[config.mk]
export PLATFORM = sky130hd
export DESIGN_NAME = fifo_thresh_flat
export DESIGN_NICKNAME = d
export VERILOG_FILES = /design/src/rtl/fifo_thresh_if.sv /design/src/rtl/fifo_thresh.sv /design/src/flat_wrapper.sv
export SDC_FILE = /design/constraint.sdc
export NUM_CORES = 1
export LEC_CHECK = 0
export CORE_MARGIN = 2
export CORE_UTILIZATION = 60
export CTS_BUF_LIST = sky130_fd_sc_hd__clkbuf_4 sky130_fd_sc_hd__clkbuf_8 sky130_fd_sc_hd__clkbuf_16
export DETAILED_ROUTE_END_ITERATION = 16
export GPL_ROUTABILITY_DRIVEN = 0
export PLACE_DENSITY = 0.79
export REMOVE_ABC_BUFFERS = 1
export SETUP_SLACK_MARGIN = 0.5
export SYNTH_ARGS = -nofsm -noshare
export SYNTH_HDL_FRONTEND = slang
export SYNTH_SLANG_ARGS = --single-unit
[constraint.sdc]
create_clock -name clk -period 2.3 [get_ports clk]
set_clock_uncertainty 0.15 [all_clocks]
set_input_delay 0.23 -clock clk [delete_from_list [all_inputs] [get_ports clk]]
set_output_delay 0.23 -clock clk [all_outputs]
set_load 0.05 [all_outputs]
[src/rtl/fifo_thresh_if.sv]
// Handshake/data bundle between a producer/consumer pair and fifo_thresh.
interface fifo_thresh_if #(
  parameter int DWIDTH     = 16,
  parameter int LOG2_DEPTH = 4
);
  logic [DWIDTH-1:0]   din;
  logic                push;
  logic                full;
  logic [DWIDTH-1:0]   dout;
  logic                pop;
  logic                empty;
  logic [LOG2_DEPTH:0] count;
  logic                almost_full;
  logic                almost_empty;
  logic                flush;
  logic                overflow;
  logic                underflow;
  logic                clr_err;

  // FIFO side
  modport slave (
    input  din, push, pop, flush, clr_err,
    output dout, full, empty, count, almost_full, almost_empty, overflow, underflow
  );

  // producer/consumer side
  modport master (
    output din, push, pop, flush, clr_err,
    input  dout, full, empty, count, almost_full, almost_empty, overflow, underflow
  );
endinterface

[src/rtl/fifo_thresh.sv]
// Show-ahead synchronous FIFO with occupancy count, almost-full/empty
// thresholds, synchronous flush and sticky overflow/underflow flags.
module fifo_thresh #(
  parameter int DWIDTH     = 16,
  parameter int LOG2_DEPTH = 4,
  parameter int AF_LEVEL   = (1 << LOG2_DEPTH) - 2,
  parameter int AE_LEVEL   = 2
) (
  input logic         clk,
  input logic         reset,
  fifo_thresh_if.slave bus
);
  localparam int DEPTH = 1 << LOG2_DEPTH;
  localparam logic [LOG2_DEPTH:0] DEPTH_C = DEPTH[LOG2_DEPTH:0];
  localparam logic [LOG2_DEPTH:0] AF_C    = AF_LEVEL[LOG2_DEPTH:0];
  localparam logic [LOG2_DEPTH:0] AE_C    = AE_LEVEL[LOG2_DEPTH:0];

  // Threshold ordering must be sane or the flags become meaningless.
  if (!(AE_LEVEL >= 0 && AE_LEVEL < AF_LEVEL && AF_LEVEL <= DEPTH)) begin : g_bad_levels
    $error("fifo_thresh: need 0 <= AE_LEVEL < AF_LEVEL <= DEPTH");
  end

  logic [DWIDTH-1:0]     ram [DEPTH];
  logic [LOG2_DEPTH-1:0] wptr, rptr;
  logic [LOG2_DEPTH:0]   count, count_nxt;
  logic                  full, empty, af, ae, ovf, udf;
  logic                  wr, rd;

  // Acceptance: a push at full rides on a same-cycle pop; a pop at empty is never taken.
  always_comb begin
    wr        = bus.push && (!full || bus.pop);
    rd        = bus.pop && !empty;
    count_nxt = count;
    if (wr && !rd)      count_nxt = count + 1'b1;
    else if (rd && !wr) count_nxt = count - 1'b1;
  end

  // Storage write; contents are never reset, only pointers are.
  always_ff @(posedge clk) begin
    if (!reset && !bus.flush && wr) ram[wptr] <= bus.din;
  end

  // Pointers, count, registered flags (from next count) and sticky errors.
  always_ff @(posedge clk) begin
    if (reset) begin
      wptr  <= '0;
      rptr  <= '0;
      count <= '0;
      full  <= 1'b0;
      empty <= 1'b1;
      af    <= 1'b0;
      ae    <= 1'b1;
      ovf   <= 1'b0;
      udf   <= 1'b0;
    end else if (bus.flush) begin
      // discard everything; error flags keep their value
      wptr  <= '0;
      rptr  <= '0;
      count <= '0;
      full  <= 1'b0;
      empty <= 1'b1;
      af    <= (AF_LEVEL == 0);
      ae    <= 1'b1;
    end else begin
      if (wr) wptr <= wptr + 1'b1;
      if (rd) rptr <= rptr + 1'b1;
      count <= count_nxt;
      full  <= (count_nxt == DEPTH_C);
      empty <= (count_nxt == '0);
      af    <= (count_nxt >= AF_C);
      ae    <= (count_nxt <= AE_C);
      // an error event wins over a coincident clear
      ovf   <= (bus.push && full && !bus.pop) || (ovf && !bus.clr_err);
      udf   <= (bus.pop && empty) || (udf && !bus.clr_err);
    end
  end

  assign bus.dout         = ram[rptr];
  assign bus.full         = full;
  assign bus.empty        = empty;
  assign bus.count        = count;
  assign bus.almost_full  = af;
  assign bus.almost_empty = ae;
  assign bus.overflow     = ovf;
  assign bus.underflow    = udf;
endmodule
[src/flat_wrapper.sv]
// flat-port wrapper written by rule: the top's interface ports become plain ports
module fifo_thresh_flat 
#(
  parameter int DWIDTH     = 16,
  parameter int LOG2_DEPTH = 4,
  parameter int AF_LEVEL   = (1 << LOG2_DEPTH) - 2,
  parameter int AE_LEVEL   = 2
)
  (clk, reset, bus_din, bus_push, bus_pop, bus_flush, bus_clr_err, bus_dout, bus_full, bus_empty, bus_count, bus_almost_full, bus_almost_empty, bus_overflow, bus_underflow);
  fifo_thresh_if #(.DWIDTH(DWIDTH), .LOG2_DEPTH(LOG2_DEPTH)) bus_i ();
  input logic clk;
  input logic reset;
  input wire logic [$bits(bus_i.din)-1:0] bus_din;
  input wire logic [$bits(bus_i.push)-1:0] bus_push;
  input wire logic [$bits(bus_i.pop)-1:0] bus_pop;
  input wire logic [$bits(bus_i.flush)-1:0] bus_flush;
  input wire logic [$bits(bus_i.clr_err)-1:0] bus_clr_err;
  output wire logic [$bits(bus_i.dout)-1:0] bus_dout;
  output wire logic [$bits(bus_i.full)-1:0] bus_full;
  output wire logic [$bits(bus_i.empty)-1:0] bus_empty;
  output wire logic [$bits(bus_i.count)-1:0] bus_count;
  output wire logic [$bits(bus_i.almost_full)-1:0] bus_almost_full;
  output wire logic [$bits(bus_i.almost_empty)-1:0] bus_almost_empty;
  output wire logic [$bits(bus_i.overflow)-1:0] bus_overflow;
  output wire logic [$bits(bus_i.underflow)-1:0] bus_underflow;
  assign bus_i.din = bus_din;
  assign bus_i.push = bus_push;
  assign bus_i.pop = bus_pop;
  assign bus_i.flush = bus_flush;
  assign bus_i.clr_err = bus_clr_err;
  assign bus_dout = bus_i.dout;
  assign bus_full = bus_i.full;
  assign bus_empty = bus_i.empty;
  assign bus_count = bus_i.count;
  assign bus_almost_full = bus_i.almost_full;
  assign bus_almost_empty = bus_i.almost_empty;
  assign bus_overflow = bus_i.overflow;
  assign bus_underflow = bus_i.underflow;
  fifo_thresh #(.DWIDTH(DWIDTH), .LOG2_DEPTH(LOG2_DEPTH), .AF_LEVEL(AF_LEVEL), .AE_LEVEL(AE_LEVEL)) u_core (.clk(clk), .reset(reset), .bus(bus_i));
endmodule
# Word-level counts from Yosys, hierarchy flattened
# Memories as Yosys holds them, arrays and structs flattened. A register that Yosys moved wholly into a read port is not among the register bits.
# Index checks and enable logic that the tools add are counted.
# word_totals
register_bits	19
mem_bits_rw	256
in_bits	22
wordCells	47
memories	1
# mem_list
name	depth	width	rd	rd_clocked_by_memory_dff	write_ports	line_no	source
u_core.ram	16	16	1	1	1	fifo_thresh.sv:23	logic [DWIDTH-1:0] ram [DEPTH];
# classes
n_addsub	4
magnitude_cmp	2
eq_ne	1
n_mux	6
reduce_logical	24
# op_table
operator	n
logical AND 1 bit	11
2-to-1 mux 5 bit	2
adder 4 x 1 -> 4 bit (second input constant)	2
zero test 1 bit	8
2-to-1 mux 4 bit	2
adder 5 x 1 -> 5 bit (second input constant)	1
== test 5 bit (second input constant)	1
greater-or-equal comparator 5 x 4 -> 1 bit (second input constant)	1
<= comparator 5 x 2 -> 1 bit (second input constant)	1
zero test 5 bit	1
subtractor 5 x 1 -> 5 bit (second input constant)	1
logical OR 1 bit	3
2-to-1 mux 1 bit	2
OR reduction 2 bit	1

# Depth between registers and ports, before layout
# logic_depth
word_depth	8
ltp_mapped	7
depth_no_buf	7

# Least setup slack after synthesis
# Ideal clock, no wire load.
# synth_timing
kind	flip-flop to flip-flop
start	reg u_core.full (netlist: u_core.bus.full)
end	mem u_core.ram[11][0] (enable)
setup_time_ns	0.374
t_arrival_ns	1.653
slack_ns	0.123
stages_incl_launch_ff	5
synth_period_minus_slack_ns	2.177
path_cell_list	dfxtp_1 > nand2b_1 > nand2_1 > nor4_1 > and2_1
# synth_between
elab_chain_len	6
# synth_rtl
item	line_no	source
start, declared	fifo_thresh.sv:26	logic full, empty, af, ae, ovf, udf;
start signal, assigned	fifo_thresh.sv:68	full <= (count_nxt == DEPTH_C);
zero test 1 bit	fifo_thresh.sv:31	wr = bus.push && (!full || bus.pop);
logical OR 1 bit	fifo_thresh.sv:31	
logical AND 1 bit	fifo_thresh.sv:31	
logical AND 1 bit	fifo_thresh.sv:40	if (!reset && !bus.flush && wr) ram[wptr] <= bus.din;
2-to-1 mux 1 bit	fifo_thresh.sv:40	
2-to-1 mux 1 bit (implied by the code)	fifo_thresh.sv:40	
end, declared	fifo_thresh.sv:23	
# Every way passes these cells.

==> results.cfg <==
[worst_setup_path]
worstPathRequired_ps = 1920
r2r_slack_ps = 320
critPathKind = flip-flop to output port
end_kind = output port
reg2reg_to = u_core.bus.full
reg2reg_depth = 5
cp.arrival_ps = 2440
cp_max_fo = 7
timing.rr.start = u_core.bus.empty
cp-start-kind = flip-flop

[synthesis]
synth_top_area_share_pct = 70.3
synth_warnings = 0
syn_area_um2 = 10900
yosysSeqAreaShare_pct = 74.5
synth_area_leaders = edfxtp_1 (70%), mux4_2 (11%), mux4_1 (7.0%), dfxtp_1 (4.2%), and2_1 (0.92%)
syn_avg_cell_area_um2 = 22.2
ys_ff_latch = 279
postSynthCellCount = 493
synth_cell_types = 46
synth.largest_area_cell = edfxtp_1

[global_routing]
grt_overflow = 0
antenna_found_initial = 0
track_usage_pct = 26.9
first_global_vias = 5827
grt_pass1_wl_um = 37600
grt_max_degree = 24

[timing]
slew_violations = 0
period_needed_ps = 2820
worst_pin_slew_ps = 596
finalSetupViolCount = 16
rsz0062_at_grt = yes
slew_headroom_pct = 60.1
max_freq_mhz = 355
fin_ws_ps = -516
period_share_pct = 122
tns_ps = -7730
hold_viol_final = 0

[cells_and_area]
num_antenna_cells = 0
multiInputGateArea_um2 = 2670
regArea_um2 = 8170
layout_commonest_cell = edfxtp_1
drive_gt1_share_pct = 39.9
n_fill_cell = 925
final_core_util_pct = 76.0
stdcell_area_um2 = 13600
final_cell_mix = edfxtp_1 (256), mux4_2 (79), clkbuf_16 (31)
final_nets = 647
area_growth_pct = 24.4

[floorplan]
io_pins = 49
dieArea_um2 = 19300
die_x_um = 139
initial_core_util_pct = 61.1
row_count = 49
coreArea_um2 = 17900
die_h_um = 139

[place]
dp_hpwl_um = 13300
port_buffers = 48
placed_area_um2 = 12200

[worst_hold_path]
hold_class = primary input to flip-flop
whs_path_depth = 3
hp-start = bus_push
worstHoldEndpoint = u_core.wptr[1]

[clocking]
htree_levels = 1
clk_pin_slew_worst_paths_ps = 70
cts_tree = built
cts-root-buf = clkbuf_16
clockBufferDepth = 3
cts-buffers-inserted = 27
cts_sinks = 279
hold_buffers = 0
clkLatencyLatePin_ps = 530

[drt]
antenna_left = 0
drt_iter0_drc = 596
wl_per_cell_um = 31.4
drt_wl_total_um = 27200
num_vias = 5695
drt-pass1-iter-count = 4
vias_per_cell = 6.58
post-route-drc-count = 0

[status]
status = finished with violations
violations = negative setup slack

[run]
maxCapViolCount = 0

[pwr]
ir_worst_vdd_mv = 0.759
total_power_uw = 10700
power_leakage_uw = 0.00442
powerDensity_nw_per_um2 = 789
[metal layers]
layer  global-route usage, %  wire [µm]  vias to the layer above
met3                    5.01       1940                       43
met1                    35.1      10300                     2996
met5                       0          0                        -
met2                    46.4      14300                      356
li1                        -          -                     2300
met4                    8.83        631                        0
[final cells by class]
type                            count  share of cell area, %
Tap cell                          229                   2.11
Inverter                            6                  0.166
Clock buffer                       28                   5.02
Sequential cell                   279                   60.0
Multi-Input combinational cell    186                   19.6
Clock inverter                     20                   1.92
Timing Repair Buffer              118                   11.1
[worst max-delay path: stages (launching register included)]
cell and delay, ps:
dfxtp_4 370, buf_12 150, buf_12 150, mux4_2 540, mux4_2 520, buf_6 170
[what timing repair did]
action,CTS,global route
setup endpoints to repair,251,233
pin swaps,4,7
buffers inserted,3,9
cloned,2,4
gates resized for setup,89,56
[cell usage after synthesis, drive strengths merged]
cell,n
a2111oi,1
a21boi,1
a21o,1
a21oi,7
a221oi,1
a32o,1
a32oi,1
and2,17
and2b,1
and3,3
and4,1
buf,19
clkbuf,2
dfxtp,23
dlygate4sd1,1
edfxtp,256
ha,7
inv,6
mux2i,1
mux4,80
nand2,5
nand2b,3
nand3,6
nand4,1
nor2,19
nor2b,1
nor3,3
nor3b,2
nor4,3
o211ai,1
o21ai,4
o21bai,1
o2bb2ai,1
o31ai,1
or2,1
or2b,1
or3,1
xnor2,3
xor2,6
[cell families (layout without fill, tap and decap cells)]
logic type                 count (synthesis)  count (layout)  share of synthesized area [%]
AOI/OAI and AO/OA                         21              21                           1.36
buffers and inverters                     28             172                           1.62
and+or+nand+nor                           68              68                           3.42
DFF                                      279             279                           74.5
xor gates and xnor gates                   9               9                          0.721
adders and majority gates                  7               7                          0.801
muxes                                     81              81                           17.6
[worst max path at each step]
stage,from,to,slack (ps),cells past startpoint
after global placement,bus_flush,u_core.ram[8][15],2,6
after CTS,flip-flop,bus_dout[9],-530,4
after floorplan,flip-flop,bus_dout[0],-1790,2
after detailed placement,bus_push,u_core.ram[5][10],-60,6
final,flip-flop,bus_dout[10],-520,5
after global routing,flip-flop,bus_dout[10],-550,5
[per-stage QoR]
step                setup slack (ps)  hold slack [ps]  cells
floorplan                      -1790              152    471
finish                          -516             42.4    866
CTS                             -535              226    853
global placement                2.36              321    800
detailed placement             -64.7              345    800
global route                    -547             71.3    866
[report_power, final]
| part | internal, µW | leakage [µW] | switching [µW] |
|---|---|---|---|
| Combinational | 181 | 0.00147 | 246 |
| Clock | 2840 | 0.000463 | 1900 |
| Sequential | 5550 | 0.00249 | 17.2 |
[sequential cells by signal, indices dropped and copies added (netlist names), named ones only]
| signal | flops |
|---|---|
| u_core.bus.count | 5 |
| u_core.ram | 256 |
| u_core.bus.overflow | 1 |
| u_core.bus.almost_empty | 1 |
| u_core.bus.full | 1 |
| u_core.wptr | 4 |
| u_core.rptr | 4 |
| u_core.bus.empty | 1 |
| u_core.bus.underflow | 1 |
| u_core.bus.almost_full | 1 |
Power figures use the tool's default switching activity.
